[config.mk]
export PLATFORM = sky130hd
export DESIGN_NAME = act_pingpong_ctrl
export DESIGN_NICKNAME = d
export VERILOG_FILES = /design/src/rtl/act_pingpong_ctrl.sv
export SDC_FILE = /design/constraint.sdc
export NUM_CORES = 1
export LEC_CHECK = 0
export ABC_AREA = 1
export BUFFER_PORTS_ARGS = -buffer_cell sky130_fd_sc_hd__buf_2
export CAP_MARGIN = 10
export CORE_ASPECT_RATIO = 1.4
export CORE_MARGIN = 2
export CORE_UTILIZATION = 25
export DETAILED_ROUTE_END_ITERATION = 16
export HOLD_SLACK_MARGIN = 0.03
export MAX_ROUTING_LAYER = met4
export PLACE_DENSITY = 0.6
export SLEW_MARGIN = 20
export SYNTH_ARGS = -nofsm -noshare
export SYNTH_HDL_FRONTEND = slang
export SYNTH_SLANG_ARGS = --single-unit
export TNS_END_PERCENT = 10
[constraint.sdc]
create_clock -name ap_clk -period 1.2 [get_ports ap_clk]
set_input_delay 0.12 -clock ap_clk [delete_from_list [all_inputs] [get_ports ap_clk]]
set_output_delay 0.12 -clock ap_clk [all_outputs]
set_load 0.05 [all_outputs]
[src/rtl/act_pingpong_ctrl.sv]
// rtl/act_pingpong_ctrl.sv - ping-pong activation buffer controller between a frame writer and a PE reader
// Two BRAM banks alternate: the writer fills one while the PE consumes the other.

module act_pingpong_ctrl #(
    parameter int AWIDTH = 12,
    parameter int DWIDTH = 16
) (
    input  logic              ap_clk,
    input  logic              ap_rst_n,

    input  logic [AWIDTH-1:0] wr_addr,
    input  logic              wr_ce,
    input  logic              wr_we,
    input  logic [DWIDTH-1:0] wr_d,
    input  logic              wr_done,
    output logic              wr_ready,

    input  logic [AWIDTH-1:0] rd_addr,
    input  logic              rd_ce,
    output logic [DWIDTH-1:0] rd_q,
    input  logic              rd_done,

    output logic              SyncSig_V,
    output logic              SyncSig_V_ap_vld,
    input  logic              SyncSig_V_ap_ack,

    output logic [AWIDTH:0]   bram_addr1,
    output logic              bram_ce1,
    output logic              bram_we1,
    output logic [DWIDTH-1:0] bram_d1,

    output logic [AWIDTH:0]   bram_addr0,
    output logic              bram_ce0,
    input  logic [DWIDTH-1:0] bram_q0,

    output logic [7:0]        blocked_cnt
);

    typedef enum logic [1:0] {
        S_IDLE = 2'd0,
        S_SYNC = 2'd1,
        S_BUSY = 2'd2
    } state_t;

    state_t      r_state;
    state_t      w_state_nxt;
    logic [1:0]  r_full;
    logic [1:0]  w_full_nxt;
    logic        r_wr_bank;
    logic        r_rd_bank;
    logic [7:0]  r_blocked_cnt;

    logic        w_wr_ready;
    logic        w_wr_commit;
    logic        w_rd_release;
    logic        w_blocked;

    // Writer side: accesses pass through only while its bank is empty.
    assign w_wr_ready  = ~r_full[r_wr_bank];
    assign w_wr_commit = wr_done & w_wr_ready;
    assign w_blocked   = wr_ce & ~w_wr_ready;

    assign wr_ready    = w_wr_ready;
    assign bram_addr1  = {r_wr_bank, wr_addr};
    assign bram_d1     = wr_d;
    assign bram_ce1    = wr_ce & w_wr_ready;
    assign bram_we1    = wr_we & w_wr_ready;

    assign bram_addr0  = {r_rd_bank, rd_addr};
    assign rd_q        = bram_q0;
    assign SyncSig_V   = r_rd_bank;
    assign blocked_cnt = r_blocked_cnt;

    always_comb begin
        w_state_nxt      = r_state;
        w_rd_release     = 1'b0;
        SyncSig_V_ap_vld = 1'b0;
        bram_ce0         = 1'b0;
        case (r_state)
            S_IDLE: begin
                if (r_full[r_rd_bank]) begin
                    w_state_nxt = S_SYNC;
                end
            end
            S_SYNC: begin
                SyncSig_V_ap_vld = 1'b1;
                if (SyncSig_V_ap_ack) begin
                    w_state_nxt = S_BUSY;
                end
            end
            S_BUSY: begin
                bram_ce0 = rd_ce;
                if (rd_done) begin
                    w_rd_release = 1'b1;
                    w_state_nxt  = S_IDLE;
                end
            end
            default: w_state_nxt = S_IDLE;
        endcase
    end

    // Commit and release never hit the same bank, so both may apply in one cycle.
    always_comb begin
        w_full_nxt = r_full;
        if (w_wr_commit) begin
            w_full_nxt[r_wr_bank] = 1'b1;
        end
        if (w_rd_release) begin
            w_full_nxt[r_rd_bank] = 1'b0;
        end
    end

    always_ff @(posedge ap_clk or negedge ap_rst_n) begin
        if (!ap_rst_n) begin
            r_state       <= S_IDLE;
            r_full        <= 2'b00;
            r_wr_bank     <= 1'b0;
            r_rd_bank     <= 1'b0;
            r_blocked_cnt <= 8'd0;
        end else begin
            r_state <= w_state_nxt;
            r_full  <= w_full_nxt;
            if (w_wr_commit) begin
                r_wr_bank <= ~r_wr_bank;
            end
            if (w_rd_release) begin
                r_rd_bank <= ~r_rd_bank;
            end
            if (w_blocked && (r_blocked_cnt != 8'hFF)) begin
                r_blocked_cnt <= r_blocked_cnt + 8'd1;
            end
        end
    end

endmodule

; Word level (Yosys, flattened, before mapping)
; Cells that the tools add are included.
[word_totals]
reg_bits = 14
output_inout_bits = 72
[classes]
addsub = 1
n_lt_le_gt_ge = 4
n_eq_ne = 6
muxes = 18
n_bitwise = 10
reduce_logical = 5
[op_table]
columns = cell, n
row1 = 2-to-1 mux 1 bit, 10
row2 = 2-to-1 mux 2 bit, 5
row3 = "adder 8 x 1 -> 8 bit, second input constant", 1
row4 = "!= test 8 bit, second input constant", 1
row5 = "!= test 2 bit, second input constant", 3
row6 = one-hot mux 2 bit (3 select lines), 1
row7 = bitwise AND 1 bit, 4
row8 = "< comparator 1 x 2 -> 1 bit, second input constant", 2
row9 = logical AND 1 bit, 3
row10 = inverter 1 bit, 3
row11 = AND reduction 3 bit, 1
row12 = bitwise AND 2 bit, 1
row13 = demux 1 bit (select 1 bit), 2
row14 = "equality test 2 x 1 -> 1 bit, second input constant", 1
row15 = "equality test 2 bit, second input constant", 1
row16 = ">= comparator 1 bit, second input constant", 2
row17 = zero test 2 bit, 1
row18 = inverter 2 bit, 1
row19 = bitwise OR 2 bit, 1

; Longest topological paths before layout
[depth]
ltp_word = 8
ltp_mapped = 7
mapped_depth_nobuf = 7

; Worst setup path before layout
; OpenSTA, ideal clock, no wires.
[synth_timing]
path_type = reg2out
from = register r_wr_bank
to = output bram_ce1
arrival_ns = 1.667
required_ns = 1.080
setup_slack_ns = -0.587
path_stages_with_launch = 6
path_cell_list = dfrtp_1 > inv_2 > nand2_2 > nand2_1 > inv_1 > nor2_1
[synth_between]
elab_chain_cells = 4
[synth_rtl]
columns = item, line
row1 = "start, declared", 49  ; logic r_wr_bank;
row2 = "start signal, assigned", 124  ; r_wr_bank <= ~r_wr_bank;
row3 = 2-to-1 mux 1 bit (not written as such) (2 in a row), 59  ; assign w_wr_ready = ~r_full[r_wr_bank];
row4 = inverter 1 bit, 59
row5 = named net wr_ready, 16  ; output logic wr_ready,
row6 = bitwise AND 1 bit, 66  ; assign bram_ce1 = wr_ce & w_wr_ready;
row7 = "end, declared", 28  ; output logic bram_ce1,
; The timed path passes the listed nets, and every way through them passes these cells. The select of a mux whose other input is x is not followed.

; Final worst setup path
[layout_timing]
from = register r_wr_bank
to = output bram_we1
[layout_between]
elab_chain_cells = 4
[layout_rtl]
columns = item, line
row1 = 2-to-1 mux 1 bit (not written as such) (2 in a row), 59
row2 = inverter 1 bit, 59
row3 = bitwise AND 1 bit, 67  ; assign bram_we1 = wr_we & w_wr_ready;
row4 = "end, declared", 29  ; output logic bram_we1,
; Every way passes these cells. The select of a mux whose other input is x is not followed.

==> flow_summary_export.csv <==
group,metric,value,unit
outcome,status,"finished, violations left",
outcome,violations,"setup timing",
power_and_ir_drop,seq_power_share,0.265,
synth,netlist_instances,174,
cts,cts.sinks,14,
power_and_ir_drop,leakage,0.655,nW
placement,port_buffers,23,
detailed_routing,wl_per_cell,10.6,um
placement,hpwl,1.81,mm
synth,syn-cell-area,1250,um^2
die,die_w,63.7,um
die,io_pins,136,
worst_setup_path,critPathMaxFanout,4,
cts,cts_buffer_depth,2,
synth,ys_seq_area_frac,0.281,
die,coreArea,4840,um^2
detailed_routing,drc_errors,0,
synth,yosys_register_bits,14,
global_routing,track_usage,0.0916,
sta,slew_headroom,0.770,
cts,h-tree-depth,1,
global_routing,antenna_found_initial,0,
sta,fmax,0.784,GHz
cts,cts.clk_slew.worst_paths,60,ps
global_routing,grt_pass1_vias,871,
layout,area_delta_synth_final,0.601,%
sta,tightestPinTransition,345,ps
flow_run,drv_cap,0,
layout,diodes,0,
die,fp.dieH,87.6,um
global_routing,grt_pass1_wl,3.82,mm
sta,finalSetupViolations,3,
detailed_routing,totalWireLength,2.33,mm
sta,min_period,1280,ps
detailed_routing,drt-initial-drc-count,39,
sta,skew,1.14,ps
power_and_ir_drop,p_clk_frac,0.142,
layout,num-fill-cells,540,
power_and_ir_drop,switchingPower,0.00165,W
sta,fin_crit_sh,1.06,
worst_setup_path,worstPathRequired,1080,ps
detailed_routing,antenna_left,0,
worst_setup_path,start_kind,"flip-flop",
power_and_ir_drop,switching_share,0.507,
synth,syn_nets,239,
layout,nNetsFinal,221,
worst_hold_path,holdCritPathClass,"in -> reg",
cts,cts_tree,"done",
detailed_routing,vias,850,
cts,root_buffer,"clkbuf_8",
layout,drive_gt1_frac,0.394,
die,fp-row-count,30,
die,start_util,0.258,
cts,insertion_delay,240,ps
power_and_ir_drop,combPwrFrac,0.592,
detailed_routing,drt_first_pass_iters,4,
sta,rsz0062_at_grt,"true",
worst_setup_path,crit_arrival,1160,ps
sta,hold_viol,0,
sta,finalWorstSetupSlack,-75.7,ps
synth,synth_warnings,0,
die,die_area,5580,um^2
layout,utilization,0.259,
global_routing,gr-total-overflow,0,
sta,slew_violations,0,
synth,syn_avg_cell_area,7.18,um^2
global_routing,grt_start_max_net_pins,15,
power_and_ir_drop,power_density,2590,nW/um^2
detailed_routing,post_drt_via_cell_ratio,3.88,
placement,gp_congestion,0.721,
power_and_ir_drop,cellInternalPower,0.00160,W
cts,numCtsBuffers,3,
power_and_ir_drop,power,0.00325,W
synth,synth_cell_types,18,
power_and_ir_drop,irDropWorstVdd,0.000790,V
worst_setup_path,crit_type,"reg -> out",
worst_setup_path,end_kind,"output port",
==> critical path, stage by stage, from the launching register on <==
cell and delay [ps]:
dfrtp_1 410, inv_2 90, nand2_4 60, nand2_4 70, inv_4 40, nor2_4 80
buf_8 150
==> cell usage after synthesis <==
master	number	area, um^2
nor2_2	2	12.5
o21ai_0	5	25.0
nand2_2	2	12.5
and3_1	1	6.26
inv_1	18	67.6
inv_2	1	3.75
nand3_2	1	10.0
nand3b_1	1	7.51
buf_4	58	435
nor2_1	10	37.5
xor2_1	3	26.3
nand2_4	1	11.3
nand3_1	7	35.0
dfrtp_1	14	350
a21oi_1	1	5.00
ha_1	1	12.5
nand2_1	46	173
xnor2_1	2	17.5
==> sequential cells by signal (all words and copies together) (netlist names) <==
signal / count
blocked_cnt: 8
r_full: 2
r_state: 2
SyncSig_V: 1
r_wr_bank: 1
==> cell type report <==
class                      instances  area [um^2]  area share
sequential                        14          359       0.286
multi-input combinational         83          442       0.352
tap                               64         80.1      0.0637
inverter                          19         73.8      0.0588
clock buffer                       4         55.1      0.0438
timing repair buffer              35          246       0.196
==> final timing paths <==
kind	from	end	slack, ps	depth (start not counted)
hold / removal	SyncSig_V_ap_ack	r_state[0]	170	4
setup / recovery	r_wr_bank	bram_we1	-80	6
setup reg to reg	r_wr_bank	blocked_cnt[4]	50	8
min in group asynchronous	ap_rst_n	blocked_cnt[2]	310	2
hold reg to reg	r_full[0]	r_full[0]	550	2
max in group asynchronous	ap_rst_n	r_state[1]	620	2
==> cells by family (layout without fill, tap and decap cells) <==
family / Yosys count / count (layout) / synth area share
buffers and inverters: 77 / 58 / 0.406
AO/OA/AOI/OAI: 6 / 6 / 0.0240
flip-flops: 14 / 14 / 0.281
adder cells (fa/ha/maj): 1 / 1 / 0.0100
XOR/XNOR: 5 / 5 / 0.0351
AND/OR/NAND/NOR: 71 / 71 / 0.244
==> metrics by stage <==
stage	hold WS [ps]	TNS, ps	std cells	cell area (um^2)	setup slack, ps
CTS	159	-219	218	1240	-78.2
global placement	50.0	0	211	1120	24.1
global route	193	-941	219	1260	-153
detailed placement	49.4	0	211	1120	0.379
floorplan	-176	-750	174	1300	-93.0
finish	168	-193	219	1260	-75.7
==> placed cells by master (no fill, tap or decap), types with 4 or more instances in the layout <==
cell,netlist,layout
buf_2,0,18
buf_4,58,11
clkbuf_8,0,4
dfrtp_1,14,7
dfrtp_2,0,7
inv_1,18,15
nand2_1,46,44
nand3_1,7,7
nor2_1,10,7
o21ai_0,5,5
==> power by group through the flow <==
| stage | clock network, W | logic [W] | registers (W) |
|---|---|---|---|
| finish | 0.000463 | 0.00192 | 0.000862 |
| global route | 0.000510 | 0.00209 | 0.000894 |
| CTS | 0.000490 | 0.00191 | 0.000863 |
| detailed placement | 0 | 0.00176 | 0.000864 |
| global placement | 0 | 0.00174 | 0.000859 |
| floorplan | 0 | 0.00149 | 0.00119 |
==> what timing repair did <==
| item | 4_1_cts | 5_1_grt |
|---|---|---|
| hold buffers | 1 | 0 |
| hold endpoints to repair | 14 | 0 |
| pin swaps | 3 | 0 |
| gates resized for setup | 16 | 3 |
| buffers inserted | 2 | 1 |
| endpoints found under the setup margin | 6 | 13 |
==> routing by layer <==
layer / vias up / wire length, um / track usage
li1: 428 / - / -
met1: 373 / 801 / 0.0801
met2: 23 / 1220 / 0.156
met3: 26 / 174 / 0.0270
met4: 0 / 133 / 0.0870
met5: - / 0 / -
Power figures use the tool's default switching activity.
